==> src/rtl/dataload_pkg.sv <==
// ---------------------------------------------------------------------------
// dataload_pkg
// Shared definitions for the ping-pong data loader.
//   DEF_DATA_W  : default width of one host bus word
//   load_type_e : selects which packing path a host word is routed to
// ---------------------------------------------------------------------------
package dataload_pkg;

   localparam int DEF_DATA_W = 32;

   typedef enum logic {
      LOAD_WEIGHT = 1'b0,
      LOAD_INPUT  = 1'b1
   } load_type_e;

endpackage

==> src/rtl/dataload_pingpong_if.sv <==
// ---------------------------------------------------------------------------
// dataload_pingpong_if
// Bundles the host word bus and both consumer handshakes of the loader.
//   data_i / load_en_i / load_type_i / load_ready_o : host word stream
//   flush_i                                         : drop partial vectors
//   input_*  / weight_*                             : packed vector outputs
//   err_o                                           : sticky dropped-word flag
// master = host + consumers, slave = loader.
// ---------------------------------------------------------------------------
interface dataload_pingpong_if
   import dataload_pkg::*;
#(
   parameter int DATA_W   = DEF_DATA_W,
   parameter int IN_WORDS = 8,
   parameter int WT_WORDS = 1
);
   logic [DATA_W-1:0]          data_i;
   logic                       load_en_i;
   logic                       load_type_i;
   logic                       load_ready_o;
   logic                       flush_i;
   logic [IN_WORDS*DATA_W-1:0] input_data_o;
   logic                       input_valid_o;
   logic                       input_ready_i;
   logic [WT_WORDS*DATA_W-1:0] weight_data_o;
   logic                       weight_valid_o;
   logic                       weight_ready_i;
   logic                       err_o;

   modport master (
      output data_i, load_en_i, load_type_i, flush_i, input_ready_i, weight_ready_i,
      input  load_ready_o, input_data_o, input_valid_o, weight_data_o, weight_valid_o, err_o
   );

   modport slave (
      input  data_i, load_en_i, load_type_i, flush_i, input_ready_i, weight_ready_i,
      output load_ready_o, input_data_o, input_valid_o, weight_data_o, weight_valid_o, err_o
   );

endinterface

==> src/rtl/pingpong_pack_buf.sv <==
// ---------------------------------------------------------------------------
// pingpong_pack_buf
// Packs WORDS narrow words (LSB first) into a double-buffered wide vector.
//   clk, rst_n : clock, synchronous active-low reset
//   wr_en_i    : word offered on data_i
//   data_i     : word to pack
//   flush_i    : restart the partial vector (offered word is discarded)
//   ready_o    : write bank can take a word
//   data_o     : read bank contents
//   valid_o    : read bank holds a complete vector
//   ready_i    : consumer takes the read bank
// ---------------------------------------------------------------------------
module pingpong_pack_buf #(
   parameter int DATA_W = 32,
   parameter int WORDS  = 8
) (
   input  logic                    clk,
   input  logic                    rst_n,
   input  logic                    wr_en_i,
   input  logic [DATA_W-1:0]       data_i,
   input  logic                    flush_i,
   output logic                    ready_o,
   output logic [WORDS*DATA_W-1:0] data_o,
   output logic                    valid_o,
   input  logic                    ready_i
);

   localparam int             CW   = $clog2((WORDS > 2) ? WORDS : 2);
   localparam logic [CW-1:0]  LAST = CW'(WORDS - 1);

   logic [WORDS*DATA_W-1:0] bank_q [2];
   logic [WORDS*DATA_W-1:0] bank_d [2];
   logic [1:0]              full_q, full_d;
   logic [CW-1:0]           cnt_q, cnt_d;
   logic                    wr_bank_q, wr_bank_d;
   logic                    rd_bank_q, rd_bank_d;
   logic                    accept, pop;

   // Ready looks only at registered state, so a bank freed by a pop
   // becomes writable one cycle later.
   assign ready_o = rst_n & ~full_q[wr_bank_q];
   assign valid_o = full_q[rd_bank_q];
   assign data_o  = bank_q[rd_bank_q];

   assign accept  = wr_en_i & ready_o & ~flush_i;
   assign pop     = valid_o & ready_i;

   always_comb begin
      bank_d    = bank_q;
      full_d    = full_q;
      cnt_d     = cnt_q;
      wr_bank_d = wr_bank_q;
      rd_bank_d = rd_bank_q;

      // A pop and a fill always touch different banks: the write bank is
      // never full while the read bank is, unless both are.
      if (pop) begin
         full_d[rd_bank_q] = 1'b0;
         rd_bank_d         = ~rd_bank_q;
      end

      if (flush_i) begin
         cnt_d = '0;
      end else if (accept) begin
         for (int k = 0; k < WORDS; k++) begin
            if (cnt_q == CW'(k)) begin
               bank_d[wr_bank_q][k*DATA_W +: DATA_W] = data_i;
            end
         end
         if (cnt_q == LAST) begin
            full_d[wr_bank_q] = 1'b1;
            wr_bank_d         = ~wr_bank_q;
            cnt_d             = '0;
         end else begin
            cnt_d = cnt_q + CW'(1);
         end
      end
   end

   always_ff @(posedge clk) begin
      if (!rst_n) begin
         bank_q[0] <= '0;
         bank_q[1] <= '0;
         full_q    <= '0;
         cnt_q     <= '0;
         wr_bank_q <= 1'b0;
         rd_bank_q <= 1'b0;
      end else begin
         bank_q    <= bank_d;
         full_q    <= full_d;
         cnt_q     <= cnt_d;
         wr_bank_q <= wr_bank_d;
         rd_bank_q <= rd_bank_d;
      end
   end

endmodule

==> src/rtl/dataload_pingpong.sv <==
// ---------------------------------------------------------------------------
// dataload_pingpong
// Front-end loader: routes host words to a double-buffered input-vector
// packer or weight-vector packer and flags any word dropped for lack of room.
//   clk   : clock, all logic on the rising edge
//   rst_n : synchronous active-low reset
//   bus   : host word stream, both vector handshakes, flush and err_o
// ---------------------------------------------------------------------------
module dataload_pingpong
   import dataload_pkg::*;
#(
   parameter int DATA_W   = DEF_DATA_W,
   parameter int IN_WORDS = 8,
   parameter int WT_WORDS = 1
) (
   input  logic                clk,
   input  logic                rst_n,
   dataload_pingpong_if.slave  bus
);

   load_type_e load_type;
   logic       in_wr, wt_wr;
   logic       in_ready, wt_ready;
   logic       err_q, err_d;

   assign load_type = load_type_e'(bus.load_type_i);
   assign in_wr     = bus.load_en_i & (load_type == LOAD_INPUT);
   assign wt_wr     = bus.load_en_i & (load_type == LOAD_WEIGHT);

   pingpong_pack_buf #(.DATA_W(DATA_W), .WORDS(IN_WORDS)) u_input_buf (
      .clk     (clk),
      .rst_n   (rst_n),
      .wr_en_i (in_wr),
      .data_i  (bus.data_i),
      .flush_i (bus.flush_i),
      .ready_o (in_ready),
      .data_o  (bus.input_data_o),
      .valid_o (bus.input_valid_o),
      .ready_i (bus.input_ready_i)
   );

   pingpong_pack_buf #(.DATA_W(DATA_W), .WORDS(WT_WORDS)) u_weight_buf (
      .clk     (clk),
      .rst_n   (rst_n),
      .wr_en_i (wt_wr),
      .data_i  (bus.data_i),
      .flush_i (bus.flush_i),
      .ready_o (wt_ready),
      .data_o  (bus.weight_data_o),
      .valid_o (bus.weight_valid_o),
      .ready_i (bus.weight_ready_i)
   );

   assign bus.load_ready_o = (load_type == LOAD_INPUT) ? in_ready : wt_ready;

   // A word discarded by flush is intentional, not an overflow.
   assign err_d = err_q | (bus.load_en_i & ~bus.load_ready_o & ~bus.flush_i);

   always_ff @(posedge clk) begin
      if (!rst_n) begin
         err_q <= 1'b0;
      end else begin
         err_q <= err_d;
      end
   end

   assign bus.err_o = err_q;

endmodule
==> src/flat_wrapper.sv <==
// flat-port wrapper written by rule: the top's interface ports become plain ports
module dataload_pingpong_flat import dataload_pkg::*;
#(
   parameter int DATA_W   = DEF_DATA_W,
   parameter int IN_WORDS = 8,
   parameter int WT_WORDS = 1
)
  (clk, rst_n, bus_data_i, bus_load_en_i, bus_load_type_i, bus_flush_i, bus_input_ready_i, bus_weight_ready_i, bus_load_ready_o, bus_input_data_o, bus_input_valid_o, bus_weight_data_o, bus_weight_valid_o, bus_err_o);
  dataload_pingpong_if #(.DATA_W(DATA_W), .IN_WORDS(IN_WORDS), .WT_WORDS(WT_WORDS)) bus_i ();
  input  logic clk;
  input  logic rst_n;
  input wire logic [$bits(bus_i.data_i)-1:0] bus_data_i;
  input wire logic [$bits(bus_i.load_en_i)-1:0] bus_load_en_i;
  input wire logic [$bits(bus_i.load_type_i)-1:0] bus_load_type_i;
  input wire logic [$bits(bus_i.flush_i)-1:0] bus_flush_i;
  input wire logic [$bits(bus_i.input_ready_i)-1:0] bus_input_ready_i;
  input wire logic [$bits(bus_i.weight_ready_i)-1:0] bus_weight_ready_i;
  output wire logic [$bits(bus_i.load_ready_o)-1:0] bus_load_ready_o;
  output wire logic [$bits(bus_i.input_data_o)-1:0] bus_input_data_o;
  output wire logic [$bits(bus_i.input_valid_o)-1:0] bus_input_valid_o;
  output wire logic [$bits(bus_i.weight_data_o)-1:0] bus_weight_data_o;
  output wire logic [$bits(bus_i.weight_valid_o)-1:0] bus_weight_valid_o;
  output wire logic [$bits(bus_i.err_o)-1:0] bus_err_o;
  assign bus_i.data_i = bus_data_i;
  assign bus_i.load_en_i = bus_load_en_i;
  assign bus_i.load_type_i = bus_load_type_i;
  assign bus_i.flush_i = bus_flush_i;
  assign bus_i.input_ready_i = bus_input_ready_i;
  assign bus_i.weight_ready_i = bus_weight_ready_i;
  assign bus_load_ready_o = bus_i.load_ready_o;
  assign bus_input_data_o = bus_i.input_data_o;
  assign bus_input_valid_o = bus_i.input_valid_o;
  assign bus_weight_data_o = bus_i.weight_data_o;
  assign bus_weight_valid_o = bus_i.weight_valid_o;
  assign bus_err_o = bus_i.err_o;
  dataload_pingpong #(.DATA_W(DATA_W), .IN_WORDS(IN_WORDS), .WT_WORDS(WT_WORDS)) u_core (.clk(clk), .rst_n(rst_n), .bus(bus_i));
endmodule
==> config.mk <==
export PLATFORM = sky130hd
export DESIGN_NAME = dataload_pingpong_flat
export DESIGN_NICKNAME = d
export VERILOG_FILES = /design/src/rtl/dataload_pkg.sv /design/src/rtl/dataload_pingpong_if.sv /design/src/rtl/pingpong_pack_buf.sv /design/src/rtl/dataload_pingpong.sv /design/src/flat_wrapper.sv
export SDC_FILE = /design/constraint.sdc
export NUM_CORES = 1
export LEC_CHECK = 0
export CAP_MARGIN = 20
export CORE_ASPECT_RATIO = 0.9
export CORE_MARGIN = 2
export CORE_UTILIZATION = 35
export DETAILED_ROUTE_END_ITERATION = 10
export PLACE_DENSITY = 0.58
export SYNTH_ARGS = -nofsm -noshare
export SYNTH_HDL_FRONTEND = slang
export SYNTH_HIERARCHICAL = 1
export SYNTH_SLANG_ARGS = --single-unit
==> constraint.sdc <==
create_clock -name clk -period 2.6 [get_ports clk]
set_input_delay 0.26 -clock clk [delete_from_list [all_inputs] [get_ports clk]]
set_output_delay 0.26 -clock clk [all_outputs]
set_load 0.005 [all_outputs]
Word level (Yosys, flattened, before mapping)
Cells that the tools add are included.
Word-level totals
  register bits: 589
  input bits: 39
  output and inout bits: 292
Operators by class
  add/sub/neg operators: 2
  magnitude comparators: 14
  eq/ne operators: 7
  mux-type cells: 82
  bitwise logic cells: 34
  reduce and logical (&&, ||, !) cells: 11
Operators by type and width (count)
  512-bit 2-to-1 mux: 22
  512-bit bitwise mux: 8
  256-bit demux with 1-bit select: 8
  256-bit 2-to-1 mux: 4
  224-bit 2-to-1 mux: 1
  192-bit 2-to-1 mux: 1
  160-bit 2-to-1 mux: 1
  32-bit 2-to-1 mux: 5
  128-bit 2-to-1 mux: 1
  96-bit 2-to-1 mux: 1
  64-bit bitwise mux: 1
  64-bit 2-to-1 mux: 1
  32-bit demux with 1-bit select: 1
  2-bit 2-to-1 mux: 8
  1-bit 2-to-1 mux: 14
  1-bit AND: 12
  3-bit equality test, second input constant: 4
  1-bit inverter: 11
  2-bit >= comparator, second input constant: 4
  1-bit by 2-bit < comparator with 1-bit output, second input constant: 4
  1-bit inverter with 2-bit output: 4
  3-bit by 2-bit equality test with 1-bit output, second input constant: 2
  1-bit logical AND: 6
  3-bit AND reduction: 2
  other kinds (14): 24

Depth between registers and ports, before layout
  word-level depth: 35
  depth in mapped cells: 7

Modules after synthesis
Netlist, hierarchy kept.
By module, submodules not included
  pingpong_pack_buf at u_core.u_input_buf: instances 1, cells each 2066, area an instance 21755.9 um^2
  pingpong_pack_buf at u_core.u_weight_buf: instances 1, cells each 345, area an instance 2911.5 um^2
  dataload_pingpong: instances 1, cells each 7, area an instance 71.3 um^2

Worst setup path after synthesis
No wires, ideal clock.
  path kind: register to register
  from: register u_core.u_input_buf.cnt_q[0]
  to: register u_core/u_input_buf/bank_q[227] (netlist bit)
  data arrival time: 1.622 ns
  slack: 0.906 ns
  cell stages (with the launch flop): 8
  path buffers: 2
  period minus slack after synthesis: 1.694 ns
  path through: dfxtp_1 ha_1 ha_1 nand4b_1 nor3b_1 buf_4 buf_6 mux2i_1
Between the ends
  cells in the longest elaborated chain, start to end: 30
RTL lines
  from (decl): RTL line pingpong_pack_buf.sv:34  | logic [CW-1:0] cnt_q, cnt_d;
  from (signal assigned): RTL line pingpong_pack_buf.sv:91  | cnt_q <= cnt_d;
  3-bit zero test: RTL line pingpong_pack_buf.sv:66  | if (cnt_q == CW'(k)) begin
  512-bit 2-to-1 mux: RTL line pingpong_pack_buf.sv:66
  512-bit 2-to-1 mux: RTL line pingpong_pack_buf.sv:64  | end else if (accept) begin
  512-bit 2-to-1 mux: RTL line pingpong_pack_buf.sv:62  | if (flush_i) begin
  512-bit bitwise mux: RTL line pingpong_pack_buf.sv:67  | bank_d[wr_bank_q][k*DATA_W +: DATA_W] = data_i;
  512-bit 2-to-1 mux: RTL line pingpong_pack_buf.sv:66
  512-bit 2-to-1 mux: RTL line pingpong_pack_buf.sv:64
  512-bit 2-to-1 mux: RTL line pingpong_pack_buf.sv:62
  [... 14 more ...]
  512-bit 2-to-1 mux: RTL line pingpong_pack_buf.sv:64
  512-bit 2-to-1 mux: RTL line pingpong_pack_buf.sv:62
  512-bit bitwise mux: RTL line pingpong_pack_buf.sv:67
  512-bit 2-to-1 mux: RTL line pingpong_pack_buf.sv:66
  512-bit 2-to-1 mux: RTL line pingpong_pack_buf.sv:64
  512-bit 2-to-1 mux: RTL line pingpong_pack_buf.sv:62
  512-bit bitwise mux: RTL line pingpong_pack_buf.sv:67
  512-bit 2-to-1 mux (*): RTL line pingpong_pack_buf.sv:66
  to (signal assigned): RTL line pingpong_pack_buf.sv:89  | bank_q <= bank_d;
  to (decl): RTL line pingpong_pack_buf.sv:31  | logic [WORDS*DATA_W-1:0] bank_q [2];
Every way passes the cells marked *; elsewhere a longest branch is shown, timed or not. The select of a mux whose other input is x is not followed.
A chain may end at the register's enable or synchronous reset.

Final worst setup path
  from: register u_core.u_input_buf.rd_bank_q
  to: output port bus_input_data_o[17]
Between the ends
  cells in the longest elaborated chain, start to end: 4
RTL lines
  from (decl): RTL line pingpong_pack_buf.sv:36  | logic rd_bank_q, rd_bank_d;
  from (signal assigned): RTL line pingpong_pack_buf.sv:93  | rd_bank_q <= rd_bank_d;
  1-bit inverter with 2-bit output (implied by the code): RTL line pingpong_pack_buf.sv:43  | assign data_o = bank_q[rd_bank_q];
  256-bit 2-to-1 mux (implied by the code) (3 in series): RTL line pingpong_pack_buf.sv:43
  to (decl): RTL line flat_wrapper.sv:19  | output wire logic [$bits(bus_i.input_data_o)-1:0] bus_input_data_o;
No other way between the ends. The select of a mux whose other input is x is not followed.

==> results.py <==
metrics = {
    "status": {
        "outcome": "finished, final reports clean",
    },
    "synthesis": {
        "synth.top_cell.area_share_pct": 47.58,
        "yosysWarnings": 6,
        "synth_seq_cells": 588,
        "synth_async_sr_flop_share_pct": 0,
        "synth-edff-count": 0,
        "syn_avg_cell_area_sq_um": 10.23,
        "syn_nets": 2463,
        "yosysUniqueCellTypes": 42,
        "synthTopCellsByArea": "dfxtp_1, mux2i_1, mux2_2",
        "synth_area_sq_um": 24740,
        "synth-seq-area-share_pct": 47.58,
        "yosysTopAreaCell": "dfxtp_1",
        "synth_ff_type": "dfxtp_1",
        "netlist_instances": 2418,
    },
    "cts": {
        "clk_latency_ns": 0.60,
        "cts-root-buf": "clkbuf_16",
        "htree_levels": 3,
        "cts.sinks": 588,
        "path_clk_slew_ns": 0.06,
        "cts_buffers": 66,
        "max-clock-path-buffers": 3,
        "cts_tree": "built",
        "cts_hold_buf": 0,
    },
    "critical_path": {
        "end_kind": "primary output",
        "cp.arrival_ns": 2.29,
        "path_class": "reg -> out",
        "critPathLaunchType": "register",
        "cp_data_required_time_ns": 2.34,
        "crit_fanout": 54,
    },
    "placed_design": {
        "gp_congestion": 0.7928,
        "io_buffer_count": 330,
        "dpl_cell_area_sq_um": 29200,
        "place_hpwl_mm": 48.05,
    },
    "route": {
        "drt-initial-drc-count": 947,
        "antenna_left": 0,
        "wl_met2_mm": 37.24,
        "firstDrtPassIters": 5,
        "wire_per_inst_um": 19.98,
        "route.met3.wl_mm": 2.356,
        "num_vias": 18230,
        "met1Wirelength_mm": 31.60,
        "top_layer": "met4",
        "routed_wl_mm": 73.85,
        "routed_via_density": 4.933,
        "drc": 0,
    },
    "sta": {
        "rsz0062_at_grt": "true",
        "slew_headroom_pct": 41.46,
        "skew_ns": 0.02576,
        "final.period_utilization_pct": 98.00,
        "hold_viol": 0,
        "finalMaxSlewViolations": 0,
        "timing.fmax_ghz": 0.3925,
        "min_period_ns": 2.548,
        "worst_pin_slew_ns": 0.8760,
        "setup_viol": 0,
    },
    "floorplan": {
        "io_pins": 331,
        "die_height_um": 256.2,
        "die_w_um": 284.2,
        "dieArea_sq_um": 72830,
        "initial_utilization_pct": 35.35,
        "core-area_sq_um": 69990,
        "num_rows": 92,
    },
    "final_layout": {
        "finish.utilization_pct": 45.58,
        "drive_gt1_share_pct": 18.44,
        "areaGrowthSynthToFinish_pct": 28.95,
        "layout_common_cells": "nand2_1, dfxtp_1, mux2i_1, mux2_2, clkdlybuf4s50_1",
        "final_area_sq_um": 31900,
        "final_net_count": 2751,
        "final_common_cell": "nand2_1",
        "n_fill_cell": 6512,
    },
    "global_route": {
        "grt_use_total_pct": 19.78,
        "globalRoute.totalOverflow": 0,
        "antenna_found_initial": 1,
        "grt_pass1_wl_mm": 113.1,
        "grt_max_degree": 126,
        "grt_pass1_vias": 19040,
    },
    "job": {
        "maxCapViolations": 0,
    },
    "power": {
        "power.density_nw_per_um2": 602.5,
        "p_leak_nw": 15.03,
        "peakVddDrop_mv": 0.3618,
    },
    "min_path": {
        "min_path_type": "in -> reg",
    },
}
[final timing paths]
path / startpoint / to / slack, ns / cells after the start
min: rst_n / u_core/u_weight_buf/bank_q[52] / 0.1 / 3
max: u_core/u_input_buf/rd_bank_q / bus_input_data_o[17] / 0.05 / 4
min reg2reg: u_core/u_weight_buf/bank_q[38] / u_core/u_weight_buf/bank_q[38] / 0.44 / 2
max reg2reg: u_core/u_input_buf/cnt_q[0] / u_core/u_input_buf/bank_q[233] / 0.63 / 6
[timing repair]
action	CTS	global route
setup endpoints to repair	134	129
buffers inserted	6	11
resized for setup	16	85
gates cloned	2	2
endpoints found under the hold margin	0	0
[worst max-delay path, cell delays in order (launching register included)]
cell             delay, ns
dfxtp_4               0.38
buf_12                0.14
buf_16                0.26
mux2_2                0.41
clkdlybuf4s50_1       0.47
[cells in the mapped netlist (4+ instances only)]
| cell type | count |
|---|---|
| buf_2 | 69 |
| buf_1 | 4 |
| nand3_1 | 61 |
| inv_1 | 10 |
| nor2_1 | 5 |
| o21ai_1 | 61 |
| dfxtp_1 | 588 |
| nand2_1 | 622 |
| ha_1 | 6 |
| mux2i_1 | 518 |
| mux2_1 | 7 |
| buf_4 | 7 |
| mux2_2 | 283 |
| clkbuf_1 | 116 |
| nand4b_1 | 7 |
| buf_6 | 12 |
[stage by stage]
step / power (W) / setup slack (ns) / hold WS, ns / setup TNS [ns] / cells
2_1_floorplan: 0.009626 / 0.9064 / 0.3771 / 0 / 2418
3_3_place_gp: 0.009967 / 0.2443 / 0.4313 / 0 / 3557
3_5_place_dp: 0.009987 / 0.2118 / 0.4368 / 0 / 3557
4_1_cts: 0.01947 / -0.02217 / 0.08050 / -0.1465 / 3682
5_1_grt: 0.01987 / -0.04355 / 0.1060 / -0.4884 / 3696
6_report: 0.01922 / 0.05196 / 0.09808 / 0 / 3696
[flip-flops by register name (all words and copies together) (netlist names)]
name	count
u_core/bus.err_o	1
u_core/u_input_buf/bank_q	512
u_core/u_input_buf/cnt_q	3
u_core/u_input_buf/full_q	2
u_core/u_input_buf/rd_bank_q	1
u_core/u_input_buf/wr_bank_q	1
u_core/u_weight_buf/bank_q	64
u_core/u_weight_buf/full_q	2
u_core/u_weight_buf/rd_bank_q	1
u_core/u_weight_buf/wr_bank_q	1
[logic make-up (layout without fill, tap and decap cells)]
kind of cell / count (synthesis) / count (layout) / synth area share, %
AO/OA/AOI/OAI: 76 / 76 / 1.689
adder cells (fa/ha/maj): 6 / 6 / 0.3035
buffers and inverters: 218 / 555 / 4.127
flip-flops: 588 / 588 / 47.58
multiplexers: 809 / 809 / 34.22
other: 0 / 1 / 0
AND/OR/NAND/NOR: 721 / 721 / 12.08
[report_power, final]
group	internal [W]	switching (W)	leakage [nW]	total [W]
Clock	0.00562	0.00382	1.09	0.00944
Combinational	0.000233	0.000481	9.20	0.000715
Sequential	0.00905	0.0000185	4.74	0.00906
[layer usage]
metal	GRT usage, %	vias to the layer above
li1	-	8762
met1	23.73	8965
met2	35.28	368
met3	3.060	136
met4	7.822	0
met5	0	-
[area by class of cell]
| type | instances | area (sq um) | area share, % |
|---|---|---|---|
| inverters | 10 | 37.54 | 0.1177 |
| repair buffers | 428 | 4715 | 14.78 |
| diodes | 1 | 2.502 | 0.007844 |
| multi-input cells | 1612 | 11990 | 37.60 |
| flip-flops and latches | 588 | 11780 | 36.91 |
| well taps | 940 | 1176 | 3.687 |
| clock inverters | 21 | 256.5 | 0.8040 |
| clock buffers | 96 | 1946 | 6.099 |
Power figures use the tool's default switching activity.
